--- src/rtl/alu_loader_pkg.sv ---
// Shared constants for the ALU operand loader: default widths, button
// indices and the encoding of the sequential-mode FSM state.
package alu_loader_pkg;

   localparam int NB_DATA_DEF      = 8;
   localparam int NB_OP_DEF        = 6;
   localparam int DEBOUNCE_CYC_DEF = 4;

   localparam int NB_BTN   = 3;
   localparam int NB_STATE = 2;

   // Button positions on i_btn / o_loaded
   localparam int BTN_A  = 0;
   localparam int BTN_B  = 1;
   localparam int BTN_OP = 2;

   localparam logic [NB_BTN-1:0] LOADED_ALL = '1;

   // Sequential-mode FSM encoding, also shown on the LEDs
   localparam logic [NB_STATE-1:0] S_A    = 2'd0;
   localparam logic [NB_STATE-1:0] S_B    = 2'd1;
   localparam logic [NB_STATE-1:0] S_OP   = 2'd2;
   localparam logic [NB_STATE-1:0] S_DONE = 2'd3;

endpackage

--- src/rtl/btn_debounce.sv ---
// Single-button conditioner: two-flop synchroniser, stability counter and
// rising-edge detector producing a one-cycle press pulse.
// A level change is accepted only after DEBOUNCE_CYC consecutive synced
// samples that disagree with the current debounced level; any agreeing
// sample restarts the count, so short glitches never reach o_level.
module btn_debounce
   import alu_loader_pkg::*;
#(
   parameter int DEBOUNCE_CYC = DEBOUNCE_CYC_DEF
) (
   input  logic i_clk,
   input  logic i_rst,
   input  logic i_btn,
   output logic o_level,
   output logic o_press
);

   localparam int NB_CNT = (DEBOUNCE_CYC < 1) ? 1 : $clog2(DEBOUNCE_CYC + 1);
   localparam logic [NB_CNT-1:0] CNT_TERM = NB_CNT'(DEBOUNCE_CYC);

   logic              r_sync1;
   logic              r_sync2;
   logic [NB_CNT-1:0] r_cnt;
   logic              r_level;
   logic              r_level_d;
   logic              r_press;

   logic [NB_CNT-1:0] w_cnt_inc;
   logic              w_differs;

   assign w_cnt_inc = r_cnt + 1'b1;
   assign w_differs = (r_sync2 != r_level);

   // Bring the raw asynchronous button into the clock domain
   always_ff @(posedge i_clk) begin
      if (!i_rst) begin
         r_sync1 <= 1'b0;
         r_sync2 <= 1'b0;
      end else begin
         r_sync1 <= i_btn;
         r_sync2 <= r_sync1;
      end
   end

   // Count consecutive disagreeing samples; flip the level on terminal count
   always_ff @(posedge i_clk) begin
      if (!i_rst) begin
         r_cnt   <= '0;
         r_level <= 1'b0;
      end else if (!w_differs) begin
         r_cnt   <= '0;
      end else if (w_cnt_inc == CNT_TERM) begin
         r_cnt   <= '0;
         r_level <= r_sync2;
      end else begin
         r_cnt   <= w_cnt_inc;
      end
   end

   // Registered rising-edge detect on the debounced level
   always_ff @(posedge i_clk) begin
      if (!i_rst) begin
         r_level_d <= 1'b0;
         r_press   <= 1'b0;
      end else begin
         r_level_d <= r_level;
         r_press   <= r_level & ~r_level_d;
      end
   end

   assign o_level = r_level;
   assign o_press = r_press;

endmodule

--- src/rtl/alu_operand_loader.sv ---
// ALU operand front end: captures operand A, operand B and the opcode from
// the switch bus on debounced button presses and flags a complete set.
//
// Sequential-mode FSM (direct mode parks in S_A):
//   state  | meaning
//   S_A    | waiting for C press to capture operand A
//   S_B    | waiting for C press to capture operand B
//   S_OP   | waiting for C press to capture the opcode
//   S_DONE | full set captured; emit o_valid, clear flags, back to S_A
module alu_operand_loader
   import alu_loader_pkg::*;
#(
   parameter int NB_DATA      = NB_DATA_DEF,
   parameter int NB_OP        = NB_OP_DEF,
   parameter int DEBOUNCE_CYC = DEBOUNCE_CYC_DEF
) (
   input  logic                i_clk,
   input  logic                i_rst,
   input  logic [NB_DATA-1:0]  i_sw,
   input  logic [NB_BTN-1:0]   i_btn,
   input  logic                i_mode,
   output logic [NB_DATA-1:0]  o_data_a,
   output logic [NB_DATA-1:0]  o_data_b,
   output logic [NB_OP-1:0]    o_op,
   output logic [NB_BTN-1:0]   o_loaded,
   output logic [NB_STATE-1:0] o_state,
   output logic                o_valid
);

   logic [NB_DATA-1:0]  r_data_a;
   logic [NB_DATA-1:0]  r_data_b;
   logic [NB_OP-1:0]    r_op;
   logic [NB_BTN-1:0]   r_loaded;
   logic [NB_STATE-1:0] r_state;
   logic                r_mode;
   logic                r_valid;

   logic [NB_BTN-1:0]   w_press;
   // Debounced levels are only observed for probing; the loader acts on presses
   logic [NB_BTN-1:0]   w_level_unused;
   logic                w_mode_chg;
   logic                w_load_a;
   logic                w_load_b;
   logic                w_load_op;
   logic [NB_BTN-1:0]   w_load_vec;
   logic                w_full;
   logic [NB_STATE-1:0] w_state_nxt;

   for (genvar g = 0; g < NB_BTN; g++) begin : g_btn
      btn_debounce #(
         .DEBOUNCE_CYC (DEBOUNCE_CYC)
      ) u_debounce (
         .i_clk   (i_clk),
         .i_rst   (i_rst),
         .i_btn   (i_btn[g]),
         .o_level (w_level_unused[g]),
         .o_press (w_press[g])
      );
   end

   // A mode flip aborts whatever is in flight; presses in that cycle are lost
   assign w_mode_chg = (i_mode != r_mode);

   // Decode which operand register captures the switches this cycle
   always_comb begin
      w_load_a  = 1'b0;
      w_load_b  = 1'b0;
      w_load_op = 1'b0;
      if (!w_mode_chg) begin
         if (r_mode) begin
            w_load_a  = (r_state == S_A)  && w_press[BTN_B];
            w_load_b  = (r_state == S_B)  && w_press[BTN_B];
            w_load_op = (r_state == S_OP) && w_press[BTN_B];
         end else begin
            w_load_a  = w_press[BTN_A];
            w_load_b  = w_press[BTN_B];
            w_load_op = w_press[BTN_OP];
         end
      end
   end

   assign w_load_vec = {w_load_op, w_load_b, w_load_a};

   // In sequential mode all flags are set exactly while sitting in S_DONE,
   // so one completion rule serves both modes.
   assign w_full = !w_mode_chg && (r_loaded == LOADED_ALL);

   // Sequential-mode next state; direct mode and mode flips hold S_A
   always_comb begin
      w_state_nxt = r_state;
      if (w_mode_chg || !r_mode) begin
         w_state_nxt = S_A;
      end else begin
         case (r_state)
            S_A:     if (w_load_a)  w_state_nxt = S_B;
            S_B:     if (w_load_b)  w_state_nxt = S_OP;
            S_OP:    if (w_load_op) w_state_nxt = S_DONE;
            S_DONE:                 w_state_nxt = S_A;
            default:                w_state_nxt = S_A;
         endcase
      end
   end

   // FSM state and registered copy of the mode input
   always_ff @(posedge i_clk) begin
      if (!i_rst) begin
         r_state <= S_A;
         r_mode  <= 1'b0;
      end else begin
         r_state <= w_state_nxt;
         r_mode  <= i_mode;
      end
   end

   // Operand registers only move on a load, so the ALU sees stable values
   always_ff @(posedge i_clk) begin
      if (!i_rst) begin
         r_data_a <= '0;
         r_data_b <= '0;
         r_op     <= '0;
      end else begin
         if (w_load_a)  r_data_a <= i_sw;
         if (w_load_b)  r_data_b <= i_sw;
         if (w_load_op) r_op     <= i_sw[NB_OP-1:0];
      end
   end

   // Sticky loaded flags and the one-cycle completion pulse.
   // On completion the flags restart from any load landing in the same
   // cycle so a direct-mode press is never silently forgotten.
   always_ff @(posedge i_clk) begin
      if (!i_rst) begin
         r_loaded <= '0;
         r_valid  <= 1'b0;
      end else begin
         r_valid <= w_full;
         if (w_mode_chg) begin
            r_loaded <= '0;
         end else if (w_full) begin
            r_loaded <= w_load_vec;
         end else begin
            r_loaded <= r_loaded | w_load_vec;
         end
      end
   end

   assign o_data_a = r_data_a;
   assign o_data_b = r_data_b;
   assign o_op     = r_op;
   assign o_loaded = r_loaded;
   assign o_state  = r_state;
   assign o_valid  = r_valid;

endmodule

--- config.mk ---
export PLATFORM = sky130hd
export DESIGN_NAME = alu_operand_loader
export DESIGN_NICKNAME = d
export VERILOG_FILES = /design/src/rtl/alu_loader_pkg.sv /design/src/rtl/btn_debounce.sv /design/src/rtl/alu_operand_loader.sv
export SDC_FILE = /design/constraint.sdc
export NUM_CORES = 1
export LEC_CHECK = 0
export BUFFER_PORTS_ARGS = -buffer_cell sky130_fd_sc_hd__buf_2
export CORE_AREA = 2 2 87 56
export DETAILED_ROUTE_END_ITERATION = 10
export DIE_AREA = 0 0 89 58
export PLACE_DENSITY = 0.74
export SKIP_CTS_REPAIR_TIMING = 1
export SLEW_MARGIN = 15
export SYNTH_ARGS = -nofsm -noshare
export SYNTH_HDL_FRONTEND = slang
export SYNTH_SLANG_ARGS = --single-unit
--- constraint.sdc ---
create_clock -name i_clk -period 1.6 [get_ports i_clk]
set_input_delay 0.4 -clock i_clk [delete_from_list [all_inputs] [get_ports i_clk]]
set_output_delay 0.4 -clock i_clk [all_outputs]
set_load 0.02 [all_outputs]
* Yosys cells after proc, flatten, opt, wreduce, memory -nomap -nowiden
Cells that the tools add are included.
Word-level totals: output and inout bits 28, register bits after elaboration 53, input bits 14, logic and storage cells 81
Cells by class: add/subtract/negate cells 3, multiplexer cells 11, bitwise logic cells 11, reduce and logical (&&, ||, !) cells 17, equal/unequal tests 14
Operators with widths (count):
- $eq 3x3->1 const B | 4
- $add 3x1->3 const B | 3
- $reduce_or 3->1 | 3
- $pmux 2 s4 | 1
- $not 1->1 | 7
- $mux 1 | 6
- $mux 2 | 3
- $ne 2x2->1 const B | 3
- $reduce_and 2->1 | 3
- $eq 2x2->1 const B | 2
- $logic_and 1x1->1 | 4
- $ne 1x1->1 | 4
- $reduce_or 2->1 | 2
- $and 1x1->1 | 3
- $mux 3 | 1
- $or 3x3->3 | 1
- $reduce_and 3->1 | 1
- $eq 2x1->1 const B | 1
- $logic_not 1->1 | 2
- $logic_not 2->1 | 1
- $logic_or 1x1->1 | 1

* Longest topological paths before layout
Gate-level depths: netlist (run 1).
word-level depth 6, mapped depth 7, gate-level depth less buffers 6

* Cells and area by module
A second synthesis (run 1) with hierarchy kept.
Second synthesis, totals: cell total of the unflattened synthesis 197, area total of the unflattened synthesis 2142.1 um^2
By module, submodules not included:
- alu_operand_loader | cells an instance 119, times used 1, area an instance 1286.2 um^2, seq. area each 580.6 um^2
- btn_debounce | cells an instance 26, times used 3, area an instance 285.3 um^2, seq. area each 160.2 um^2

* Least setup slack after synthesis (run 1)
Ideal clock, no wire load.
path type register -> register, start point register r_state[0] (netlist: o_state[0]), end point register r_state[0] (netlist: o_state[0]), path buffers 0, clock period less this slack 1.565 ns, library setup time 0.086 ns, stages on the path, launching flop included 7, slack 0.035 ns, arrival time 1.479 ns, data required time 1.514 ns, cells stage by stage dfxtp_1 inv_1 ha_1 o21ai_0 o211a_2 nand2_2 a221oi_2
On the way: word-level cells in the longest chain between the ends 6, elaborated cells on any way between the ends 18, those cells by class eq/ne: 6; mux: 7; reduce/logical: 5
Ends and longest elaborated chain:
- start: declaration | RTL line alu_operand_loader.sv:34 | logic [NB_STATE-1:0] r_state;
- start signal: assignment | RTL line alu_operand_loader.sv:110 | r_state <= w_state_nxt;
- $eq 2x2->1, or another cell as far along | RTL line alu_operand_loader.sv:73, alu_operand_loader.sv:94
- $logic_and 1x1->1 (on tied branches) | RTL line alu_operand_loader.sv:73, alu_operand_loader.sv:71, alu_operand_loader.sv:72
- $mux 1 | RTL line alu_operand_loader.sv:70 | if (r_mode) begin
- $mux 1 | RTL line alu_operand_loader.sv:69 | if (!w_mode_chg) begin
- $ne 2x2->1 (no source line)
- $reduce_and 3->1 (no source line)
Several ways; a longest one is shown, not always the timed one. A chain may end at the register's enable or synchronous reset.

* Worst setup path after layout (run 1)
Ends and elaborated chain as after synthesis.

==> flow_summary.ini, run 1 <==
[timing]
rsz0062_at_grt = no
setup_viol = 0
period_needed_ps = 1490
tightest_slew_ps = 354
clock_skew_ps = 7.21
slew_violations = 0
relSlewSlack = 0.764
final.setup.tns_ps = 0
max_freq_mhz = 670
finalHoldViolCount = 0
min_period_over_period = 0.932

[logic_synthesis]
synth_top_family_by_area = simple AND/OR/NAND/NOR gates
synth_nets = 220
synth.distinct_cells = 26
synthSimpleGateAreaFrac = 0.212
synth_xor_xnor_area_share = 0.0250
synthAdderAreaFrac = 0.0656
synth_compound_area_frac = 0.0530
ys_warn_count = 0
postSynthAreaPerCell_sq_um = 10.8
synthesis.area_sq_um = 2100
synth.mux.area_fraction = 0.114
ys_ff_latch = 53
yosysSeqAreaShare = 0.505
syn_inst = 195

[floorplanning]
die_w_um = 89
die_h_um = 58
core_region_area_sq_um = 4370
rows = 19
die-area_sq_um = 5160
start_util = 0.480
ioPinCount = 42

[job]
drv_cap = 0

[cts]
root_buffer = clkbuf_8
clk_pin_slew_ps = 90
cts_tree = built
htreeDepth = 2
cts.sinks = 53
cts_buffers = 5
clk-insertion-delay-late_ps = 300
clock_path_buffers = 2

[worst_setup_path]
r2r_end = o_state[0]$_SDFFE_PP0P_
reg2reg_slack_ps = 110
crit_path_end = o_state[0]$_SDFFE_PP0P_
crit_type = reg -> reg
worstPathArrival_ps = 1700
reg2reg_from = o_state[0]$_SDFFE_PP0P_
worstPathRequired_ps = 1810
endpoint_kind = register
startpoint_type = register
critPathMaxFanout = 3
crit_start = o_state[0]$_SDFFE_PP0P_
r2r_cells = 6

[routing]
ant_nets = 0
route.met2.wl_um = 1540
wl_um = 3480
wl_met1_um = 1750
drt_iter0_markers = 27
routed-via-count = 1396
firstDrtPassIters = 4
dr_wl_met3_um = 167
maxUsedRoutingLayer = met4
wl_per_cell_um = 11.2
viasPerCell = 4.49
drc = 0

[finish]
stdcell_area_sq_um = 2570
areaGrowthSynthToFinish_pct = 22.3
fin_nets = 272
antennaDiodeCount = 0
drive_above_1_share = 0.290

[grt]
antenna_found_initial = 0
grt-ovfl-total = 0
grt_pass1_wl_um = 6220
grt_max_degree = 25
grt_pass1_vias = 1393
grt_usage = 0.155

[pwr]
p_leak_uw = 0.00114
ir_drop_mv = 0.457
power.density_nw_per_um2 = 903

[hold_path]
hp-class = in -> reg

[placed_design]
port_buffers = 41
placedInstanceArea_sq_um = 2450
hpwlAfterDp_um = 2560
place.gp.congestion = 0.727

[status]
status = finished, final reports clean
## per-layer routing
| metal | vias to the layer above | GRT usage |
|---|---|---|
| li1 | 740 | - |
| met1 | 628 | 0.202 |
| met2 | 25 | 0.251 |
| met3 | 3 | 0.0470 |
| met4 | 0 | 0.0512 |
| met5 | - | 0 |
## worst max-delay path: stages, from the launching register on
cell and delay [ps]:
dfxtp_2 340, inv_2 60, ha_2 190, or3b_1 350, o211a_2 140, buf_4 130
a221oi_2 200
## cell type report
cell class / count / area, sq um
Fill cell: 401 / 1810
Sequential cell: 53 / 1060
Multi-Input combinational cell: 131 / 991
Timing Repair Buffer: 51 / 305
Tap cell: 63 / 78.8
Clock buffer: 6 / 72.6
Clock inverter: 2 / 38.8
Inverter: 5 / 18.8
## how the worst min path moves through the flow
| stage | endpoint | start | slack (ps) | cells after the start |
|---|---|---|---|---|
| detailed placement | g_btn[0].u_debounce.o_press$_SDFF_PN0_ | g_btn[0].u_debounce.r_level_d$_SDFF_PN0_ | 370 | 1 |
| finish | g_btn[2].u_debounce.r_sync1$_SDFF_PN0_ | i_btn[2] | 300 | 2 |
| CTS | g_btn[2].u_debounce.r_sync1$_SDFF_PN0_ | i_btn[2] | 290 | 2 |
| global route | g_btn[0].u_debounce.r_sync1$_SDFF_PN0_ | i_btn[0] | 290 | 2 |
| floorplan | g_btn[0].u_debounce.o_press$_SDFF_PN0_ | g_btn[0].u_debounce.r_level_d$_SDFF_PN0_ | 370 | 1 |
| global placement | g_btn[2].u_debounce.o_press$_SDFF_PN0_ | g_btn[2].u_debounce.r_level_d$_SDFF_PN0_ | 370 | 1 |
## layout by cell type, fill, tap and decap left out, types with 3 or more instances in the layout
cell      instances
mux2i_1          24
a21oi_1           3
nand3_1           9
a21boi_0          3
buf_4             8
dfxtp_1          52
nand2_1          12
ha_1              9
xor2_1            6
nor2b_1          28
nor2_1            9
inv_1             3
and2_1           10
clkbuf_8          5
buf_2            41
## per-stage QoR
step	hold WS (ps)	cells	util	setup WS [ps]	power [uW]
2_1_floorplan	367	195	-	34.6	1420
3_3_place_gp	372	303	0.560	-72.6	1460
3_5_place_dp	373	303	0.560	-85.0	1460
4_1_cts	290	311	0.586	44.0	2340
5_1_grt	289	311	0.587	5.71	2420
6_report	298	311	0.587	109	2320
## synthesized netlist by cell type (all sizes together)
cell type	instances	area, sq um
a21oi	5	47.5
a21boi	3	22.5
inv	5	18.8
buf	2	18.8
nand3	11	65.1
nand2b	4	40.0
a31oi	1	6.26
xor2	6	52.6
o21ai	2	10.0
mux2i	24	240
nor2b	28	175
nor2	9	33.8
nand2	13	51.3
dfxtp	53	1060
and2	10	62.6
nand3b	1	7.51
or3b	1	8.76
o211a	1	10.0
clkbuf	4	15.0
a221oi	1	15.0
ha	11	138
## where the power goes
part	switching, uW	internal (uW)
Clock	421	470
Sequential	6.13	1330
Combinational	45.0	46.8
Total	472	1850
## flip-flops by register name, summed over array words and instances (netlist names)
name and flops:
o_op 6, o_valid 1, g_btn.u_debounce.r_level_d 3, o_data_a 8
o_data_b 8, g_btn.u_debounce.r_cnt 9, g_btn.u_debounce.r_sync2 3, o_loaded 3
o_state 2, r_mode 1, g_btn.u_debounce.r_sync1 3, g_btn.u_debounce.o_level 3
g_btn.u_debounce.o_press 3
## cell families (layout without fill, tap and decap cells)
family / count (synthesis) / after routing
muxes: 24 / 24
and+or+nand+nor: 77 / 77
adders and majority gates: 11 / 11
DFF: 53 / 53
buffers and inverters: 11 / 64
AOI/OAI and AO/OA: 13 / 13
xor gates and xnor gates: 6 / 6
Note: power is estimated with default switching activity, not from simulation.
==> run 2: changes to the inputs <==
Settings changed: PLACE_DENSITY 0.74 to 0.82.
==> run 2 against run 1 <==
Against the previous run: wire length hardly changed; critical path depth decreased by 1; utilization fell by 0.80 points; critical path type unchanged; critical endpoint is now o_data_b[7]$_SDFFE_PN0P_; highest routed layer unchanged.
==> flow_summary.ini, run 2 (synthesis gave the netlist of run 1 again) <==
[worst_setup_path]
max_stage_delay_ps = 440
critPathSlowestCell = ha_1
crit_type = reg -> reg
worstPathRequired_ps = 1790
startpoint_type = register
endpoint_kind = register
critPathMaxFanout = 9
worstPathArrival_ps = 1720
cp_cell_sequence = ha_1 -> nand3b_1 -> buf_4 -> mux2i_1 -> nor2b_1
r2r_end = o_data_b[7]$_SDFFE_PN0P_
r2r_cells = 5
reg2reg_from = r_mode$_SDFF_PN0_
reg2reg_slack_ps = 70

[timing]
min_period_over_period = 0.955
rsz0062_at_grt = no
setup_viol = 0
max_freq_mhz = 655
relSlewSlack = 0.735
setup_ws_ps = 72.1
tightest_slew_ps = 398
clock_skew_ps = 5.00
finalHoldViolCount = 0
slew_violations = 0
period_needed_ps = 1530

[floorplanning]
die_h_um = 58
core_region_area_sq_um = 4370
rows = 19
die_w_um = 89
die-area_sq_um = 5160
start_util = 0.480
ioPinCount = 42

[cts]
cts.sinks = 53
clk_pin_slew_ps = 90
cts_buffers = 5
clk-insertion-delay-late_ps = 300
clock_path_buffers = 2
root_buffer = clkbuf_8
cts_tree = built
htreeDepth = 2

[routing]
wl_per_cell_um = 11.4
wl_um = 3480
drc = 0
viasPerCell = 4.59
ant_nets = 0
firstDrtPassIters = 4
routed-via-count = 1400
drt_iter0_markers = 22

[grt]
grt_use_met1 = 0.202
grt_pass1_wl_um = 5730
grt-ovfl-total = 0
met2_usage = 0.211
busiest_layer = met2
grt_usage = 0.146
grtUsageMet3 = 0.0655
grt_pass1_vias = 1237
antenna_found_initial = 0
grt_max_degree = 29

[status]
status = finished, final reports clean

[pwr]
ir_drop_mv = 0.558
power.density_nw_per_um2 = 900
finalPower_uw = 2280
p_leak_uw = 0.00112

[placed_design]
place.gp.congestion = 0.797
post-place-ws_ps = -128
hpwlAfterDp_um = 2560
port_buffers = 41

[job]
drv_cap = 0

[finish]
antennaDiodeCount = 0
fillers = 394
multi_input_area_sq_um = 1000
fin_nets = 267
mostFrequentLayoutCells = dfxtp_1 (52), buf_2 (41), nor2b_1 (28), mux2i_1 (24), nand2_1 (12)
regMostFlops = g_btn.u_debounce.r_cnt
regArea_sq_um = 1060
largest_register_ffs = 9
layout_commonest_cell = dfxtp_1
drive_above_1_share = 0.273
areaGrowthSynthToFinish_pct = 20.6

[hold_path]
holdPathStages = 2
hp-class = in -> reg
hp-start = i_btn[2]
hold_end = g_btn[2].u_debounce.r_sync1$_SDFF_PN0_
[run 2: cell types whose count changed in the layout (fill, tap and decap cells not counted), sizes merged]
cell | previous run | this run
buf | 51 | 46
clkbuf | 6 | 5
[run 2: where the power goes]
| part | leakage, uW | switching, uW | internal, uW | total [uW] |
|---|---|---|---|---|
| logic | 0.000639 | 45.3 | 42.9 | 88.2 |
| registers | 0.000429 | 5.51 | 1330 | 1330 |
| clock network | 0.0000540 | 403 | 455 | 858 |
[run 2: routing by layer]
metal / wire, um / up-vias
li1: - / 733
met1: 1830 / 641
met2: 1490 / 24
met3: 155 / 2
met4: 4 / 0
met5: 0 / -
[run 2: worst max-delay path by stage]
stage	startpoint	endpoint	slack [ps]	depth (start not counted)
5_1_grt	o_state[1]$_SDFFE_PP0P_	o_data_b[7]$_SDFFE_PN0P_	2	7
4_1_cts	o_state[0]$_SDFFE_PP0P_	o_state[1]$_SDFFE_PP0P_	20	6
3_3_place_gp	i_mode	o_state[0]$_SDFFE_PP0P_	-50	6
6_report	r_mode$_SDFF_PN0_	o_data_b[7]$_SDFFE_PN0P_	70	5
2_1_floorplan	o_state[0]$_SDFFE_PP0P_	o_state[0]$_SDFFE_PP0P_	30	6
3_5_place_dp	i_mode	o_data_b[7]$_SDFFE_PN0P_	-130	6
[run 2: worst max-delay path, delay by kind of cell, from the launching register on]
| kind | cells | cell delay (ps) |
|---|---|---|
| adder cells (fa/ha/maj) | 1 | 440 |
| flip-flops | 1 | 320 |
| multiplexers | 1 | 240 |
| AND/OR/NAND/NOR | 2 | 220 |
| buffers and inverters | 1 | 200 |
[run 2: stage by stage]
stage	hold WS [ps]	setup TNS [ps]	instance area, sq um	utilization	instances
final	306	0	2530	0.579	305
after global routing	290	0	2530	0.579	305
after CTS	295	0	2520	0.575	305
after detailed placement	379	-762	2410	0.551	298
after global placement	372	-329	2410	0.551	298
after floorplan	367	0	2100	-	195
[run 2: final cells by class]
class                      instances  area share
multi-input combinational        131       0.395
tap                               63      0.0311
clock buffer                       5      0.0272
sequential                        53       0.419
inverter                           5     0.00741
clock inverter                     2      0.0138
timing repair buffer              46       0.106
